`src/rtl/slt_serial_16bit.sv`:
```
// slt_serial_16bit
// Bit-serial magnitude comparator that walks the operands from the MSB
// down to the LSB. It reports less-than, greater-than or equal through a
// START/DONE handshake. SIGNED selects a two's-complement or an unsigned
// compare. EARLY_EXIT selects variable latency, where the scan stops at the
// first differing bit, or a fixed latency of WIDTH scan cycles.

module slt_serial_16bit #(
    parameter int WIDTH      = 16,
    parameter int SIGNED     = 1,
    parameter int EARLY_EXIT = 1
) (
    input  logic             CLK,
    input  logic             RST,
    input  logic             START,
    input  logic [WIDTH-1:0] RS,
    input  logic [WIDTH-1:0] RT,
    output logic             BUSY,
    output logic             DONE,
    output logic [WIDTH-1:0] LT_O,
    output logic             GT_O,
    output logic             EQ_O
);

    localparam int IW = $clog2(WIDTH);

    typedef enum logic [1:0] {
        S_IDLE = 2'd0,
        S_SCAN = 2'd1,
        S_RESP = 2'd2
    } state_t;

    state_t          r_state;
    logic [WIDTH-1:0] r_rs;
    logic [WIDTH-1:0] r_rt;
    logic [IW-1:0]   r_idx;
    logic            r_decided;
    logic            r_ltFlag;
    logic            r_gtFlag;

    logic w_rsBit;
    logic w_rtBit;
    logic w_differ;
    logic w_isMsb;
    logic w_invert;
    logic w_bitLt;
    logic w_bitGt;
    logic w_last;
    logic w_finish;
    logic w_finalLt;
    logic w_finalGt;

    // Per-cycle decision for the bit under the index. The sign bit of a signed compare has inverted sense.
    always_comb begin
        w_rsBit   = r_rs[r_idx];
        w_rtBit   = r_rt[r_idx];
        w_differ  = w_rsBit ^ w_rtBit;
        w_isMsb   = (r_idx == IW'(WIDTH - 1));
        w_invert  = (SIGNED != 0) && w_isMsb;
        w_bitGt   = w_differ & (w_rsBit ^ w_invert);
        w_bitLt   = w_differ & ~(w_rsBit ^ w_invert);
        w_last    = (r_idx == '0);
        w_finish  = (EARLY_EXIT != 0) ? (w_differ | w_last) : w_last;
        w_finalLt = r_decided ? r_ltFlag : w_bitLt;
        w_finalGt = r_decided ? r_gtFlag : w_bitGt;
    end

    // Control FSM with registered handshake and result outputs.
    always_ff @(posedge CLK) begin
        if (RST) begin
            r_state   <= S_IDLE;
            r_rs      <= '0;
            r_rt      <= '0;
            r_idx     <= '0;
            r_decided <= 1'b0;
            r_ltFlag  <= 1'b0;
            r_gtFlag  <= 1'b0;
            BUSY      <= 1'b0;
            DONE      <= 1'b0;
            LT_O      <= '0;
            GT_O      <= 1'b0;
            EQ_O      <= 1'b0;
        end else begin
            case (r_state)
                S_IDLE: begin
                    DONE <= 1'b0;
                    if (START) begin
                        r_rs      <= RS;
                        r_rt      <= RT;
                        r_idx     <= IW'(WIDTH - 1);
                        r_decided <= 1'b0;
                        r_ltFlag  <= 1'b0;
                        r_gtFlag  <= 1'b0;
                        BUSY      <= 1'b1;
                        r_state   <= S_SCAN;
                    end
                end
                S_SCAN: begin
                    if (w_differ && !r_decided) begin
                        r_decided <= 1'b1;
                        r_ltFlag  <= w_bitLt;
                        r_gtFlag  <= w_bitGt;
                    end
                    if (w_finish) begin
                        DONE    <= 1'b1;
                        LT_O    <= WIDTH'(w_finalLt);
                        GT_O    <= w_finalGt;
                        EQ_O    <= ~(w_finalLt | w_finalGt);
                        r_state <= S_RESP;
                    end else begin
                        r_idx <= r_idx - 1'b1;
                    end
                end
                S_RESP: begin
                    DONE    <= 1'b0;
                    BUSY    <= 1'b0;
                    r_state <= S_IDLE;
                end
                default: begin
                    DONE    <= 1'b0;
                    BUSY    <= 1'b0;
                    r_state <= S_IDLE;
                end
            endcase
        end
    end

endmodule

```
`config.mk`:
```
export PLATFORM = sky130hd
export DESIGN_NAME = slt_serial_16bit
export DESIGN_NICKNAME = d
export VERILOG_FILES = /design/src/rtl/slt_serial_16bit.sv
export SDC_FILE = /design/constraint.sdc
export NUM_CORES = 1
export LEC_CHECK = 0
export CAP_MARGIN = 20
export CELL_PAD_IN_SITES_DETAIL_PLACEMENT = 2
export CELL_PAD_IN_SITES_GLOBAL_PLACEMENT = 2
export CORE_UTILIZATION = 31
export CTS_CLUSTER_SIZE = 24
export DETAILED_ROUTE_END_ITERATION = 7
export GPL_TIMING_DRIVEN = 0
export PLACE_DENSITY_LB_ADDON = 0.1
export REMOVE_ABC_BUFFERS = 1
export SYNTH_ARGS = -nofsm -noshare
export SYNTH_HDL_FRONTEND = slang
export SYNTH_SLANG_ARGS = --single-unit
```
`constraint.sdc`:
```
create_clock -name CLK -period 5.1 [get_ports CLK]
set_input_delay 0.51 -clock CLK [delete_from_list [all_inputs] [get_ports CLK]]
set_output_delay 0.51 -clock CLK [all_outputs]
set_load 0.1 [all_outputs]
```
# --- Yosys cells after proc, flatten, opt, wreduce, memory -nomap -nowiden ---
# Cells that the tools add are included.
op_classes:
  n_addsub: 1
  order_cmp: 1
  n_eq_ne: 6
  n_mux: 21
  bitwise: 9
  n_reduce_logical: 12
op_table:
  columns: ["cell", "n"]
  rows:
  - ["$mux W1", 9]
  - ["$bmux W1 S4", 2]
  - ["$mux W4", 2]
  - ["$ne A2 B2 Y1 const B", 4]
  - ["$pmux W1 S2", 4]
  - ["$pmux W4 S2", 1]
  - ["$reduce_and A2 Y1", 4]
  - ["$reduce_and A3 Y1", 2]
  - ["$lt A4 B5 Y1 const B", 1]
  - ["$eq A4 B4 Y1 const B", 1]
  - ["$logic_not A4 Y1", 1]
  - ["$mux W2", 2]
  - ["$pmux W2 S2", 1]
  - ["$sub A4 B1 Y4 const B", 1]
  - ["$not A1 Y1", 3]
  - ["$and A1 B1 Y1", 2]
  - ["$eq A2 B1 Y1 const B", 1]
  - ["$logic_not A2 Y1", 1]
  - ["$or A1 B1 Y1", 2]
  - ["$reduce_bool A2 Y1", 1]
  - ["$reduce_or A2 Y1", 1]
  - ["$xor A1 B1 Y1", 2]
  - ["$logic_and A1 B1 Y1", 1]
  - ["$logic_not A1 Y1", 1]
totals:
  register_bits: 46
  in_bits: 35
  output_inout_bits: 20
  word_cells: 62

# --- Longest topological paths before layout ---
depth:
  ltp_word: 8
  mapped_depth: 7
  mapped_depth_nobuf: 6

# --- Worst setup path before layout ---
# No wires, ideal clock.
synth_timing:
  kind: "register to register"
  startpoint: "reg r_idx[1]"
  endpoint: "reg r_ltFlag"
  arrival_time_ns: 1.998
  setup_slack_ns: 2.979
  stages_incl_launch_ff: 8
  n_path_buf: 1
  path_cell_list: "dfxtp_1 buf_6 mux4_1 xor2_1 o22ai_2 nor3_2 nand2_1 mux2_1"
synth_between:
  elab_chain_len: 7
synth_lines:
  columns: ["element", "line_no", "text"]
  rows:
  - ["start: declaration", "36", "logic [IW-1:0] r_idx;"]
  - ["start signal: assignment", "90", "r_idx <= IW'(WIDTH - 1);"]
  - ["start signal: assignment", "111", "r_idx <= r_idx - 1'b1;"]
  - ["$bmux W1 S4", "55", "w_rsBit = r_rs[r_idx];"]
  - ["$mux W1 (not written as such)", "55", null]
  - ["$xor A1 B1 Y1", "61", "w_bitLt = w_differ & ~(w_rsBit ^ w_invert);"]
  - ["$not A1 Y1", "61", null]
  - ["$and A1 B1 Y1", "61", null]
  - ["$mux W1", "99", "if (w_differ && !r_decided) begin"]
  - ["$pmux W1 S2", "84", "case (r_state)"]
  - ["end signal: assignment", "101", "r_ltFlag <= w_bitLt;"]
  - ["end: declaration", "38", "logic r_ltFlag;"]
# Parallel ways exist; a longest one is shown, timed or not. The select of a mux whose other input is x is not followed.
# A chain may end at the register's enable or synchronous reset.

# --- Final worst setup path ---
# Ends and elaborated chain as after synthesis.

==> results.py <==
metrics = {
    "timing": {
        "fmaxAchievable_mhz": 378,
        "finClkSkew_ns": 0.00791,
        "rsz0062_at_grt": "false",
        "period_share_pct": 51.8,
        "period_needed_ns": 2.64,
        "slew_headroom_pct": 35.6,
        "fin_tns_setup_ns": 0,
        "drv_slew": 0,
        "worstMarginPinSlew_ns": 0.964,
        "hold_viol": 0,
        "final-setup-viol-count": 0,
    },
    "floorplanning": {
        "die_y_um": 88.4,
        "dieArea_um2": 7810,
        "io_pins": 55,
        "core_um2": 7210,
        "die_w_um": 88.4,
        "initial_core_util_pct": 32.1,
        "std_cell_rows": 31,
    },
    "final_layout": {
        "antenna_cells": 0,
        "layout-drive-gt1-share_pct": 9.56,
        "post-route-util_pct": 38.4,
        "syn_to_final_growth_pct": 19.7,
        "nets": 330,
    },
    "synth": {
        "yosys_warnings": 0,
        "async_flop_share_pct": 0,
        "ys_types": 43,
        "syn_inst": 262,
        "ys_seq_area_share_pct": 39.8,
        "synthFlopType": "dfxtp_1",
        "ys_ff_latch": 46,
        "syn_area_um2": 2310,
        "synth-edff-count": 0,
        "avgSynthCellArea_um2": 8.83,
    },
    "clocking": {
        "post_cts_buffers": 0,
        "cts_buffers": 5,
        "cts_tree": "built",
        "cts_sinks": 46,
        "clock_latency_ns": 0.30,
        "path_clk_slew_ns": 0.09,
        "cts_root_buf": "clkbuf_8",
        "ctsResizeCount": 0,
        "cts-htree-levels": 2,
        "cts_buffer_depth": 2,
        "ctsHoldBuffers": 0,
    },
    "worst_hold_path": {
        "min_path_type": "reg2reg",
        "whs_path_depth": 2,
    },
    "setup_path": {
        "slowest_stage": "dfxtp_1",
        "arrival_ns": 2.83,
        "crit_chain": "mux4_1 > xor2_1 > o22ai_2 > nor3_2 > nand2_1 > mux2_1",
        "cp_num_buf_inv": 0,
        "cpPeakStageDelay_ns": 0.71,
        "cp.depth": 6,
        "end_kind": "register",
        "crit_family": "multiplexers",
        "r2r_cells": 6,
        "crit_type": "reg2reg",
        "critPathRequiredTime_ns": 5.29,
        "critPathLaunchType": "register",
        "crit_fanout": 12,
    },
    "drt": {
        "drt-initial-drc-count": 45,
        "dr.pass1.iters": 4,
        "vias": 1831,
        "vias_per_cell": 4.67,
        "routed_wl_um": 5200,
        "drcViolationCount": 0,
        "wire_per_inst_um": 13.3,
        "drtAntennaViolNets": 0,
    },
    "global_routing": {
        "gr-total-overflow": 0,
        "antenna_found_initial": 0,
        "grt_pass1_wl_um": 9060,
        "grt_usage_pct": 15.1,
        "first_global_vias": 1860,
        "grt_max_degree": 49,
    },
    "placed_design": {
        "port_buffers": 39,
        "gp_congestion": 0.662,
        "hpwl_um": 3730,
    },
    "power_and_ir_drop": {
        "p_total_mw": 1.01,
        "leakage_nw": 1.05,
        "peakVddDrop_mv": 0.109,
        "p_per_area_nw_per_um2": 363,
    },
    "job": {
        "cap_violations": 0,
    },
    "status": {
        "status": "completed",
    },
}
## layer usage
layer,vias to the layer above,GRT usage (%),part of all wire (%)
li1,917,-,-
met1,873,19.3,48
met2,34,25.8,48
met3,7,2.33,2.7
met4,0,5.72,1.3
met5,-,0,0
## worst min-delay path, stage by stage, from the launching register on
cell,delay [ns]
dfxtp_1,0.31
nand2_1,0.05
a21oi_1,0.05
## metrics by stage
stage | instance area [um2] | hold slack (ns) | cells | setup slack [ns]
global placement | 2650 | 0.441 | 383 | 2.20
finish | 2770 | 0.460 | 392 | 2.46
CTS | 2770 | 0.466 | 392 | 2.41
detailed placement | 2690 | 0.454 | 385 | 2.42
global route | 2770 | 0.490 | 392 | 2.27
floorplan | 2140 | 0.425 | 245 | 2.78
## synth_stat cells (all sizes together), types with 3 or more instances
cell type | number | area share, %
nand2 | 73 | 12
dfxtp | 46 | 40
a21oi | 37 | 8.0
buf | 16 | 5.4
clkbuf | 15 | 4.6
a211oi | 8 | 3.8
nor2 | 8 | 1.3
xor2 | 8 | 3.0
mux4 | 7 | 7.1
and2 | 4 | 1.4
nand2b | 4 | 1.1
nor3 | 4 | 1.1
inv | 3 | 0.60
xnor2 | 3 | 1.1
## layout make-up
type,count,area (um2)
multi-input cells,196,1200
fillers,833,4450
well taps,99,124
repair buffers,41,433
inverters,3,13.8
clock buffers,7,76.3
flip-flops and latches,46,921
## state kept, by name, summed over array words and instances, names as in the netlist
name       count
r_idx          4
r_ltFlag       1
LT_O           1
GT_O           1
DONE           1
r_rt          16
r_state        2
EQ_O           1
r_rs          16
BUSY           1
r_decided      1
r_gtFlag       1
## final timing paths
path / startpoint / end / slack (ns)
setup reg to reg: r_idx[1] / r_ltFlag / 2.46
hold reg to reg: r_rt[11] / r_rt[11] / 0.46
setup / recovery: r_idx[1] / r_ltFlag / 2.46
hold / removal: r_rt[11] / r_rt[11] / 0.46
## placed cells by master (no fill, tap or decap), types with 2 or more instances in the layout
| master | n |
|---|---|
| xnor2_1 | 3 |
| xor2_1 | 8 |
| inv_1 | 2 |
| nand2_1 | 73 |
| nand3b_1 | 2 |
| mux4_2 | 5 |
| mux2i_1 | 2 |
| a311oi_1 | 2 |
| and2_2 | 3 |
| clkbuf_1 | 2 |
| mux4_1 | 2 |
| ha_1 | 2 |
| a211oi_1 | 4 |
| a211oi_2 | 3 |
| clkbuf_8 | 5 |
| nor2_1 | 8 |
| nor3b_1 | 2 |
| clkdlybuf4s50_1 | 38 |
| conb_1 | 15 |
| nand2b_1 | 4 |
| nor3_1 | 3 |
| dfxtp_1 | 46 |
| a21oi_1 | 37 |
## power breakdown
part	switching [mW]	internal, mW
registers	0.0440	0.396
logic	0.218	0.134
clock network	0.120	0.0947
total	0.381	0.625
## cells by family after synthesis
logic type / after synthesis / share of synthesized area, %
buffers and inverters: 34 / 10.5
DFF: 46 / 39.8
adders and majority gates: 2 / 1.08
other: 1 / 0.162
muxes: 10 / 8.49
and+or+nand+nor: 103 / 19.9
xor gates and xnor gates: 11 / 4.16
AOI/OAI and AO/OA: 55 / 15.8
No activity file was read; power rests on OpenSTA's default activity.
